===== src/rtl/gcd_engine_param.sv =====
`default_nettype none
// ============================================================================
// Module   : gcd_engine_param
// Brief    : Self-sequencing WIDTH-bit GCD engine, subtractive or binary
//            (Stein) algorithm, with busy/done handshake and cycle counter.
// Revision : 1.0 - initial release
// ============================================================================
module gcd_engine_param #(
    parameter int WIDTH = 8,
    parameter int CNT_W = 8
) (
    input  logic             clk,
    input  logic             reset,
    input  logic             start,
    input  logic             mode,
    input  logic [WIDTH-1:0] n1,
    input  logic [WIDTH-1:0] n2,
    output logic             busy,
    output logic             done,
    output logic [WIDTH-1:0] result,
    output logic             zero_err,
    output logic [CNT_W-1:0] cycles,
    output logic [2:0]       state_out
);

    localparam int K_W = $clog2(WIDTH) + 1;

    typedef enum logic [2:0] {
        S_IDLE   = 3'b000,
        S_CHECK  = 3'b001,
        S_SUB    = 3'b010,
        S_SHIFT2 = 3'b011,
        S_STEIN  = 3'b100,
        S_DONE   = 3'b101
    } state_t;

    state_t           state_q, state_d;
    logic [WIDTH-1:0] a_q, a_d;
    logic [WIDTH-1:0] b_q, b_d;
    logic [WIDTH-1:0] result_q, result_d;
    logic [K_W-1:0]   k_q, k_d;
    logic [CNT_W-1:0] cnt_q, cnt_d;
    logic [CNT_W-1:0] cycles_q, cycles_d;
    logic             mode_q, mode_d;
    logic             zero_err_q, zero_err_d;
    logic             busy_q, busy_d;
    logic             done_q, done_d;
    logic [CNT_W-1:0] cnt_inc;

    // Saturating increment; the edge that enters DONE is itself counted.
    assign cnt_inc = (cnt_q == {CNT_W{1'b1}}) ? cnt_q : cnt_q + CNT_W'(1);

    always_comb begin
        state_d    = state_q;
        a_d        = a_q;
        b_d        = b_q;
        k_d        = k_q;
        mode_d     = mode_q;
        cnt_d      = cnt_q;
        result_d   = result_q;
        zero_err_d = zero_err_q;
        cycles_d   = cycles_q;

        case (state_q)
            S_IDLE: begin
                if (start) begin
                    a_d     = n1;
                    b_d     = n2;
                    mode_d  = mode;
                    k_d     = '0;
                    cnt_d   = '0;
                    state_d = S_CHECK;
                end
            end
            S_CHECK: begin
                cnt_d = cnt_inc;
                if ((a_q == '0) || (b_q == '0)) begin
                    result_d   = a_q | b_q;
                    zero_err_d = (a_q == '0) && (b_q == '0);
                    cycles_d   = cnt_inc;
                    state_d    = S_DONE;
                end else begin
                    state_d = mode_q ? S_SHIFT2 : S_SUB;
                end
            end
            S_SUB: begin
                cnt_d = cnt_inc;
                if (a_q == b_q) begin
                    result_d   = a_q;
                    zero_err_d = 1'b0;
                    cycles_d   = cnt_inc;
                    state_d    = S_DONE;
                end else if (a_q > b_q) begin
                    a_d = a_q - b_q;
                end else begin
                    b_d = b_q - a_q;
                end
            end
            S_SHIFT2: begin
                cnt_d = cnt_inc;
                if (!a_q[0] && !b_q[0]) begin
                    a_d = a_q >> 1;
                    b_d = b_q >> 1;
                    k_d = k_q + K_W'(1);
                end else if (!a_q[0]) begin
                    a_d = a_q >> 1;
                end else begin
                    state_d = S_STEIN;
                end
            end
            S_STEIN: begin
                // a stays odd here, so swapping on a>b keeps the invariant.
                cnt_d = cnt_inc;
                if (!b_q[0]) begin
                    b_d = b_q >> 1;
                end else if (a_q == b_q) begin
                    result_d   = a_q << k_q;
                    zero_err_d = 1'b0;
                    cycles_d   = cnt_inc;
                    state_d    = S_DONE;
                end else if (a_q > b_q) begin
                    a_d = b_q;
                    b_d = a_q - b_q;
                end else begin
                    b_d = b_q - a_q;
                end
            end
            S_DONE:  state_d = S_IDLE;
            default: state_d = S_IDLE;
        endcase

        busy_d = (state_d == S_CHECK) || (state_d == S_SUB) ||
                 (state_d == S_SHIFT2) || (state_d == S_STEIN);
        done_d = (state_d == S_DONE);
    end

    always_ff @(posedge clk or posedge reset) begin
        if (reset) begin
            state_q    <= S_IDLE;
            a_q        <= '0;
            b_q        <= '0;
            k_q        <= '0;
            mode_q     <= 1'b0;
            cnt_q      <= '0;
            result_q   <= '0;
            zero_err_q <= 1'b0;
            cycles_q   <= '0;
            busy_q     <= 1'b0;
            done_q     <= 1'b0;
        end else begin
            state_q    <= state_d;
            a_q        <= a_d;
            b_q        <= b_d;
            k_q        <= k_d;
            mode_q     <= mode_d;
            cnt_q      <= cnt_d;
            result_q   <= result_d;
            zero_err_q <= zero_err_d;
            cycles_q   <= cycles_d;
            busy_q     <= busy_d;
            done_q     <= done_d;
        end
    end

    assign busy      = busy_q;
    assign done      = done_q;
    assign result    = result_q;
    assign zero_err  = zero_err_q;
    assign cycles    = cycles_q;
    assign state_out = state_q;

endmodule
`default_nettype wire

===== config.mk =====
export PLATFORM = sky130hd
export DESIGN_NAME = gcd_engine_param
export DESIGN_NICKNAME = d
export VERILOG_FILES = /design/src/rtl/gcd_engine_param.sv
export SDC_FILE = /design/constraint.sdc
export NUM_CORES = 1
export LEC_CHECK = 0
export ABC_AREA = 1
export CORE_ASPECT_RATIO = 1.25
export CORE_MARGIN = 8
export CORE_UTILIZATION = 52
export CTS_CLUSTER_DIAMETER = 150
export DETAILED_ROUTE_END_ITERATION = 7
export PLACE_DENSITY_LB_ADDON = 0.12
export SYNTH_ARGS = -nofsm -noshare
export SYNTH_HDL_FRONTEND = slang
export SYNTH_SLANG_ARGS = --single-unit

===== constraint.sdc =====
create_clock -name clk -period 2.3 [get_ports clk]
set_input_delay 0.23 -clock clk [delete_from_list [all_inputs] [get_ports clk]]
set_output_delay 0.23 -clock clk [all_outputs]
set_load 0.1 [all_outputs]

# --- Word level (Yosys, flattened, before mapping) ---
# Index checks and enable logic that the tools add are counted.
totals:
  input_bits: 20
  regBits: 51
op_classes:
  n_lt_le_gt_ge: 1
  bitwise: 1
  muxes: 44
  n_eq_ne: 24
  shifts: 1
  reduce_logical: 25
  addsub: 4
ops:
  columns: ["op", "count"]
  rows:
  - ["8-bit 2-to-1 mux", 24]
  - ["8-bit case mux with 4 select lines", 2]
  - ["8-bit case mux with 3 select lines", 2]
  - ["2-bit != test (second input constant)", 11]
  - ["3-bit 2-to-1 mux", 6]
  - ["8-bit zero test", 2]
  - ["8-bit case mux with 2 select lines", 1]
  - ["8-bit subtractor", 2]
  - ["3-bit case mux with 5 select lines", 1]
  - ["3-bit by 2-bit == test with 1-bit output (second input constant)", 4]
  - ["5-bit AND reduction", 2]
  - ["3-bit == test (second input constant)", 3]
  - ["8-bit by 1-bit adder with 8-bit output (second input constant)", 1]
  - ["8-bit == test", 1]
  - ["8-bit == test (second input constant)", 1]
  - ["8-bit greater-than comparator", 1]
  - ["4-bit 2-to-1 mux", 2]
  - ["8-bit bitwise OR", 1]
  - ["4-bit case mux with 2 select lines", 1]
  - ["8-bit AND reduction", 1]
  - ["8-bit by 4-bit left shift with 8-bit output", 1]
  - ["7-bit AND reduction", 1]
  - ["3-bit by 1-bit == test with 1-bit output (second input constant)", 2]
  - ["3-bit != test (second input constant)", 2]
  - ["other kinds (14)", 25]

# --- Logic depth before layout (Yosys ltp) ---
# Gate-level depths: netlist (run 1).
logic_depth:
  ltp_word: 8
  depth_mapped: 18

# --- Least setup slack after synthesis (run 1) ---
# Ideal clock, no wire load.
synth_path:
  path_kind: "reg-to-reg"
  from: "register state_q[2] (netlist: state_out[2])"
  to: "register b_q[2]"
  t_arrival_ps: 2188
  path_stages_with_launch: 11
  synth_period_minus_slack_ps: 2253
  setup_ps: 65
  required_ps: 2235
  path_slack_ps: 47
  cell_sequence: "dfrtp_1 -> inv_2 -> nand3_4 -> clkinv_1 -> nand2_1 -> and3_1 -> nand3_4 -> buf_6 -> nor2_2 -> nand2_1 -> nand2_1"
synth_between:
  elab_chain_cells: 3
  word_cells_on_any_way: 12
synth_lines:
  columns: ["element", "line", "rtl"]
  rows:
  - ["start, declared", "37", "state_t state_q, state_d;"]
  - ["start signal, assigned", "151", "state_q <= state_d;"]
  - ["3-bit == test (tied with other cells)", "64", "case (state_q)"]
  - ["3-bit != test (no line) (tied with other cells)", null, null]
  - ["6-bit AND reduction (no line)", null, null]
  - ["end signal, assigned", "141", "b_q <= '0;"]
  - ["end signal, assigned", "153", "b_q <= b_d;"]
  - ["end, declared", "39", "logic [WIDTH-1:0] b_q, b_d;"]
# Several ways; a longest one is shown, not always the timed one.
# A chain may end at the register's enable or synchronous reset.

# --- Worst setup path after layout (run 1) ---
layout_path:
  from: "register a_q[0]"
  to: "register b_q[5]"
layout_between:
  elab_chain_cells: 5
  word_cells_on_any_way: 17
layout_lines:
  columns: ["element", "line", "rtl"]
  rows:
  - ["start, declared", "38", "logic [WIDTH-1:0] a_q, a_d;"]
  - ["start signal, assigned", "140", "a_q <= '0;"]
  - ["start signal, assigned", "152", "a_q <= a_d;"]
  - ["8-bit subtractor (tied with other cells)", "96, 125", null]
  - ["8-bit 2-to-1 mux", "121", "end else if (a_q > b_q) begin"]
  - ["8-bit 2-to-1 mux", "116", "end else if (a_q == b_q) begin"]
  - ["8-bit 2-to-1 mux", "114", "if (!b_q[0]) begin"]
  - ["8-bit case mux with 4 select lines", "64", null]
# Several ways; a longest one is shown, not always the timed one. The select of a mux whose other input is x is not followed.

==> results of run 1 <==
report_power, final:
| group | leakage [nW] | switching, mW | internal (mW) |
|---|---|---|---|
| Combinational | 2.05 | 0.0237 | 0.0317 |
| Sequential | 0.609 | 0 | 0.896 |
| Clock | 0.0502 | 0.334 | 0.319 |
| Total | 2.71 | 0.358 | 1.25 |
cells in the final DEF (no fill, tap or decap), drive strengths merged, types with 2 or more instances in the layout:
master         instances
a21oi                 21
a221oi                 2
a22oi                  7
a31oi                  2
and2                   2
buf                   76
clkbuf                 5
clkdlybuf4s50         19
dfrtp                 51
fa                     2
ha                    25
inv                   75
nand2                196
nand3                 54
nand4                  5
nor2                  35
nor3                   8
nor3b                  2
nor4                   2
o2111ai                4
o211ai                10
o21ai                 38
o21bai                 3
o22ai                 10
or2                    2
xnor2                  3
xor2                   6
cells by family (layout without fill, tap and decap cells):
| family | count (synthesis) | in the layout | share of synthesized area |
|---|---|---|---|
| AO/OA/AOI/OAI | 101 | 101 | 0.152 |
| XOR/XNOR | 9 | 9 | 0.0191 |
| adder cells (fa/ha/maj) | 27 | 27 | 0.0853 |
| buffers and inverters | 92 | 178 | 0.0935 |
| flip-flops | 51 | 51 | 0.309 |
| AND/OR/NAND/NOR | 307 | 308 | 0.341 |
per-layer routing:
layer  global-route usage  vias up  wire, um
li1                     -     2105         -
met1                0.275     2039      4940
met2                0.445      184      6920
met3               0.0331       57       674
met4                0.169        0       927
met5                    0        -         0
path summary, 6_finish.rpt:
check,to,cells past startpoint,from,slack (ps)
setup / recovery,b_q[5]$_DFFE_PP0P_,12,a_q[0]$_DFFE_PP0P_,120
hold reg to reg,result[7]$_DFFE_PP0P_,2,result[7]$_DFFE_PP0P_,490
max in group asynchronous,a_q[0]$_DFFE_PP0P_,3,reset,1770
setup reg to reg,b_q[5]$_DFFE_PP0P_,12,a_q[0]$_DFFE_PP0P_,120
min in group clk,mode_q$_DFFE_PP0P_,3,mode,450
hold / removal,state_out[2]$_DFF_PP0_,3,reset,250
critical path, cell delays in order, from the launching register on:
cell and delay [ps]:
dfrtp_1 370, inv_2 60, buf_4 140, ha_1 330, nor2_1 160, nand2_2 110
nor2_8 180, nand2_1 110, and3_2 280, nand3_4 160, nor2_2 60, nand2_1 70
nand2_1 70
what timing repair did:
| action | 4_1_cts | 5_1_grt |
|---|---|---|
| resized for setup | 3 | 23 |
| setup endpoints to repair | 7 | 29 |
| setup buffers | 0 | 5 |
| cloned | 1 | 0 |
| pin swaps | 0 | 6 |
registers in the layout, summed over array words and instances (netlist names):
register,flops
cycles,8
b_q,8
busy,1
zero_err,1
state_out,3
result,8
cnt_q,8
k_q,4
mode_q,1
a_q,8
done,1
stage by stage:
step / setup TNS (ps) / instances / worst slack, ps
global placement: -439 / 756 / -122
global route: -7.07 / 769 / -4.34
finish: 0 / 769 / 115
detailed placement: -445 / 756 / -116
CTS: 0 / 764 / 23.5
floorplan: 0 / 587 / 46.8
final cells by class:
cell class / count / area [um2]
Clock inverter: 2 / 37.5
Fill cell: 722 / 2630
Clock buffer: 5 / 68.8
Inverter: 76 / 288
Sequential cell: 51 / 1280
Multi-Input combinational cell: 445 / 2550
Timing Repair Buffer: 95 / 773
Tap cell: 95 / 119
==> qor.txt, run 1 <==
Sequential element share of the synthesized area - 0.309
Share of cells above drive strength 1 - 0.212
H-tree level count - 2
Final std cell area, no fill - 5120 um2
Max Clk Rate - 0.458 GHz
Layout area overhead - 23.7%
Clock transition at the registers of the reported paths - 110 ps
Most area-consuming cells after synthesis - dfrtp_1, nand2_1, ha_1
Relative slew margins - 0.663
Leftover overflow at the end of global routing - 0
Synth Net Count - 634
Highest net fanout along the worst path - 7
CTS Root Buffer Type - clkbuf_8
Overall power of the completed layout - 1.60 mW
Part of the cycle the worst path needs - 0.950
Starting density of the core - 0.534
GR Util All Layers - 0.253
Placeable core region - 7750 um2
Result of the run - complete, no violations
Total number of vias - 4385
Utilization after layout - 0.660
Most frequent cell after synthesis - nand2_1
Maximum number of pins on one net before global-route repair - 52
Leakage - 2.71 nW
Clock latency of the later-clocked register in the worst-skew pair - 330 ps
Number of storage elements in the synthesis netlist - 51
Remaining design rule violation count - 0
Number of search-and-repair iterations in the first detailed-routing pass - 5
Clock sink count - 51
Worst Max-Slew Pin Slew - 506 ps
Netlist area before placement - 4140 um2
Routability-driven placement congestion ratio - 0.993
Final Max Slew Viols - 0
CTS Buffer Depth - 2
Post-synth EDFFs - 0
First-pass GRT wire length - 21600 um
Top-area cell type share of the netlist area - 0.309
Initial antenna violation count - 0
Main flop type after synthesis - dfrtp_1
Startpoint class of the critical path - register
Antenna diode count - 0
Clock tree from TritonCTS - built
Maximum vdd ir drop - 0.272 mV
Syn_area_per_cell - 7.04 um2
Sort of element at the end of the critical path - register
Hold WS - 255 ps
Wire length per cell - 17.5 um
Hold_buf cts - 0
Unrepaired setup endpoints after global routing - true
I/O Buffers - 41
Power Dens Cells - 314 nW/um2
Num rows - 36
# IOs - 42
Net total in the final layout - 721
Arrival time reported for the critical path endpoint - 2400 ps
First DRT Iteration DRCs - 246
Post-Syn Instances - 587
Horizontal die dimension - 95.8 um
Leading area contributor after synthesis - dfrtp_1
Number of endpoints failing setup at the final stage - 0
Netlist cell types - 50
Worst-case clock skew - 16.3 ps
YS warnings - 0
Proportion of register bits with asynchronous set or reset after synthesis - 1.00
Time the worst path needs with I/O delays and setup - 2180 ps
Number of vias per cell - 5.70
Final hold violation count - 0
Data required time of the critical path - 2520 ps
Remaining number of nets flagged by the antenna check after routing - 0
Vias in the first global route - 4236
Floorplan die height - 116 um
Post-detailed-placement half-perimeter wirelength - 10700 um
Wirelength, routed - 13500 um
Die outline area - 11100 um2
Class of the worst hold path - in -> async
Cell types with the highest counts after synthesis - nand2_1, inv_1, dfrtp_1, nand3_1
Number of maximum-capacitance constraint violations - 0
Number of CTS-inserted buffers - 5
Kind of critical path - reg -> reg
Area after DPL - 4890 um2
(Power assumes the default switching activity.)
==> run 2, diff against run 1 <==
--- a/config.mk
+++ b/config.mk
@@ -12,6 +12,7 @@
 export CTS_CLUSTER_DIAMETER = 150
 export DETAILED_ROUTE_END_ITERATION = 7
 export PLACE_DENSITY_LB_ADDON = 0.12
+export SLEW_MARGIN = 40
 export SYNTH_ARGS = -nofsm -noshare
 export SYNTH_HDL_FRONTEND = slang
 export SYNTH_SLANG_ARGS = --single-unit
==> results of run 2 <==
Final layout, timing and power as in run 1 (identical DEF).
==> run 3, diff against run 2 <==
--- a/config.mk
+++ b/config.mk
@@ -6,12 +6,14 @@
 export NUM_CORES = 1
 export LEC_CHECK = 0
 export ABC_AREA = 1
-export CORE_ASPECT_RATIO = 1.25
+export CORE_ASPECT_RATIO = 0.9
 export CORE_MARGIN = 8
-export CORE_UTILIZATION = 52
+export CORE_UTILIZATION = 59
 export CTS_CLUSTER_DIAMETER = 150
 export DETAILED_ROUTE_END_ITERATION = 7
+export DONT_BUFFER_PORTS = 1
 export PLACE_DENSITY_LB_ADDON = 0.12
+export SKIP_LAST_GASP = 1
 export SLEW_MARGIN = 40
 export SYNTH_ARGS = -nofsm -noshare
 export SYNTH_HDL_FRONTEND = slang
==> run 3 against run 2 <==
  * Die area shrank 10%
  * Critical path depth is 2 higher
  * Final cell count is 4.2% lower
  * Design area decreased by 5.9%
  * Routed wire length shrank 1.9%
  * Total power is 3.1% lower
  * Flip-flop and latch count unchanged
  * Largest cell class unchanged
  * Sequential power about the same
  * Maximum frequency fell by 0.23%
  * Clock power decreased by 2%
  * Worst hold slack worse by 210 ps
==> qor.txt, run 3 (synthesized netlist as in run 1, its figures left out) <==
Startpoint class of the critical path - register
Routability-driven placement congestion ratio - 0.967
Number of endpoints failing setup at the final stage - 0
Starting density of the core - 0.597
Num rows - 29
Power Dens Cells - 323 nW/um2
I/O Buffers - 0
First DRT Iteration DRCs - 452
Max Clk Rate - 0.457 GHz
Clock sink count - 51
Wire length per cell - 17.9 um
Most repeated library cell on the critical path - nand2_2
H-tree level count - 2
Number of CTS-inserted buffers - 5
Clock transition at the registers of the reported paths - 100 ps
Utilization after layout - 0.695
Horizontal die dimension - 104 um
Share of power burned in the clock network - 0.410
Relative contribution of combinational cells to total power - 0.014
Switching portion of total power - 0.217
Share of cells above drive strength 1 - 0.186
Worst-case clock skew - 9.14 ps
Maximum number of pins on one net before global-route repair - 22
Final Max Slew Viols - 0
CTS Root Buffer Type - clkbuf_8
Placeable core region - 6930 um2
Leftover overflow at the end of global routing - 0
Arrival time reported for the critical path endpoint - 2390 ps
Final std cell area, no fill - 4820 um2
Remaining number of nets flagged by the antenna check after routing - 0
Number of vias per cell - 5.95
Result of the run - complete, no violations
Wirelength, routed - 13200 um
Final hold violation count - 0
Unrepaired setup endpoints after global routing - false
First-pass GRT wire length - 21100 um
Die outline area - 9950 um2
Overall power of the completed layout - 1.56 mW
Crit path largest cell delay - 410 ps
Most common cell after layout, fill and taps aside - nand2_1
Clock tree from TritonCTS - built
Library cell contributing the largest single delay on the critical path - fa_1
Sum of negative setup slack - 0 ps
Layout area overhead - 16.5%
Antenna diode count - 0
Initial antenna violation count - 0
Relative slew margins - 0.416
Hold WS - 48.9 ps
Kind of critical path - reg -> reg
Worst Max-Slew Pin Slew - 876 ps
Top Family by Delay on Critical Path - simple AND/OR/NAND/NOR gates
Number of search-and-repair iterations in the first detailed-routing pass - 7
Time the worst path needs with I/O delays and setup - 2190 ps
Vias in the first global route - 4108
Internal power summed over all cells - 1.22 mW
Clock latency of the later-clocked register in the worst-skew pair - 310 ps
GR Util All Layers - 0.265
Register-to-Register Path Depth - 14
Class of the worst hold path - in -> reg
Sort of element at the end of the critical path - register
Crit path buf inv count - 3
Number of maximum-capacitance constraint violations - 0
Sequential share of power - 0.576
Total number of vias - 4382
Part of the cycle the worst path needs - 0.952
Remaining design rule violation count - 0
Data required time of the critical path - 2500 ps
Area after DPL - 4620 um2
CTS Buffer Depth - 2
Cell depth of the worst min-delay path - 2
Switching power - 337 uW
Commonest non-fill, non-tap cells in the layout - nand2_1, inv_1, buf_4, nand3_1, dfrtp_1
Maximum vdd ir drop - 0.249 mV
Layout filler cell count - 585
Floorplan die height - 95.4 um
Cell chain of the critical path - inv_1, ha_1, inv_1, fa_1, nand2_2, nand2_2, nand2_2, nand2_4, nand2_4, inv_2, nand2_2, nand3_2, nand2_1, nand2_1
Post-detailed-placement half-perimeter wirelength - 10300 um
Stages on the worst setup path - 14
# IOs - 42
Highest net fanout along the worst path - 7
Leakage - 2.58 nW
Net total in the final layout - 691
run 3: metrics by stage:
step	cells	worst slack (ps)
after global routing	737	0.849
final	737	110
after CTS	732	47.7
after detailed placement	724	61.9
after floorplan	587	46.8
after global placement	724	19.1
run 3: path summary, 6_finish.rpt:
path / startpoint / end / slack, ps
hold / removal: mode / mode_q$_DFFE_PP0P_ / 50
max in group asynchronous: reset / cycles[6]$_DFFE_PP0P_ / 1260
hold reg to reg: result[6]$_DFFE_PP0P_ / result[6]$_DFFE_PP0P_ / 500
setup / recovery: a_q[0]$_DFFE_PP0P_ / b_q[2]$_DFFE_PP0P_ / 110
min in group asynchronous: reset / result[0]$_DFFE_PP0P_ / 380
setup reg to reg: a_q[0]$_DFFE_PP0P_ / b_q[2]$_DFFE_PP0P_ / 110
run 3: worst register-to-register path: cells and delay by family, from the launching register on:
kind                       cells  cell delay (ps)
and+or+nand+nor                9              920
adders and majority gates      2              560
buffers and inverters          3              240
DFF                            1              390
run 3: per-layer routing:
| layer | vias up | GRT usage | part of all wire |
|---|---|---|---|
| met4 | 0 | 0.0770 | 0.023 |
| met5 | - | 0 | 0 |
| met3 | 31 | 0.0561 | 0.11 |
| met1 | 2023 | 0.375 | 0.45 |
| li1 | 2039 | - | - |
| met2 | 289 | 0.402 | 0.42 |
run 3: repair_timing:
item	CTS	global route
endpoints found under the setup margin	0	32
endpoints found under the hold margin	18	0
buffers inserted	0	4
hold buffers	1	0
resized for setup	0	13
run 3: layout make-up:
class / count / area, um2 / area share
inverters: 76 / 292 / 0.0605
clock inverters: 2 / 37.5 / 0.00779
repair buffers: 65 / 507 / 0.105
flip-flops and latches: 51 / 1280 / 0.265
well taps: 93 / 116 / 0.0242
multi-input cells: 445 / 2520 / 0.523
clock buffers: 5 / 68.8 / 0.0143
run 3: power by group through the flow:
| stage | sequential (mW) | clock, mW | combinational, mW |
|---|---|---|---|
| 2_1_floorplan | 0.914 | 0 | 0.0135 |
| 3_3_place_gp | 0.914 | 0 | 0.0217 |
| 3_5_place_dp | 0.914 | 0 | 0.0222 |
| 4_1_cts | 0.896 | 0.634 | 0.0238 |
| 5_1_grt | 0.896 | 0.668 | 0.0270 |
| 6_report | 0.896 | 0.637 | 0.0224 |
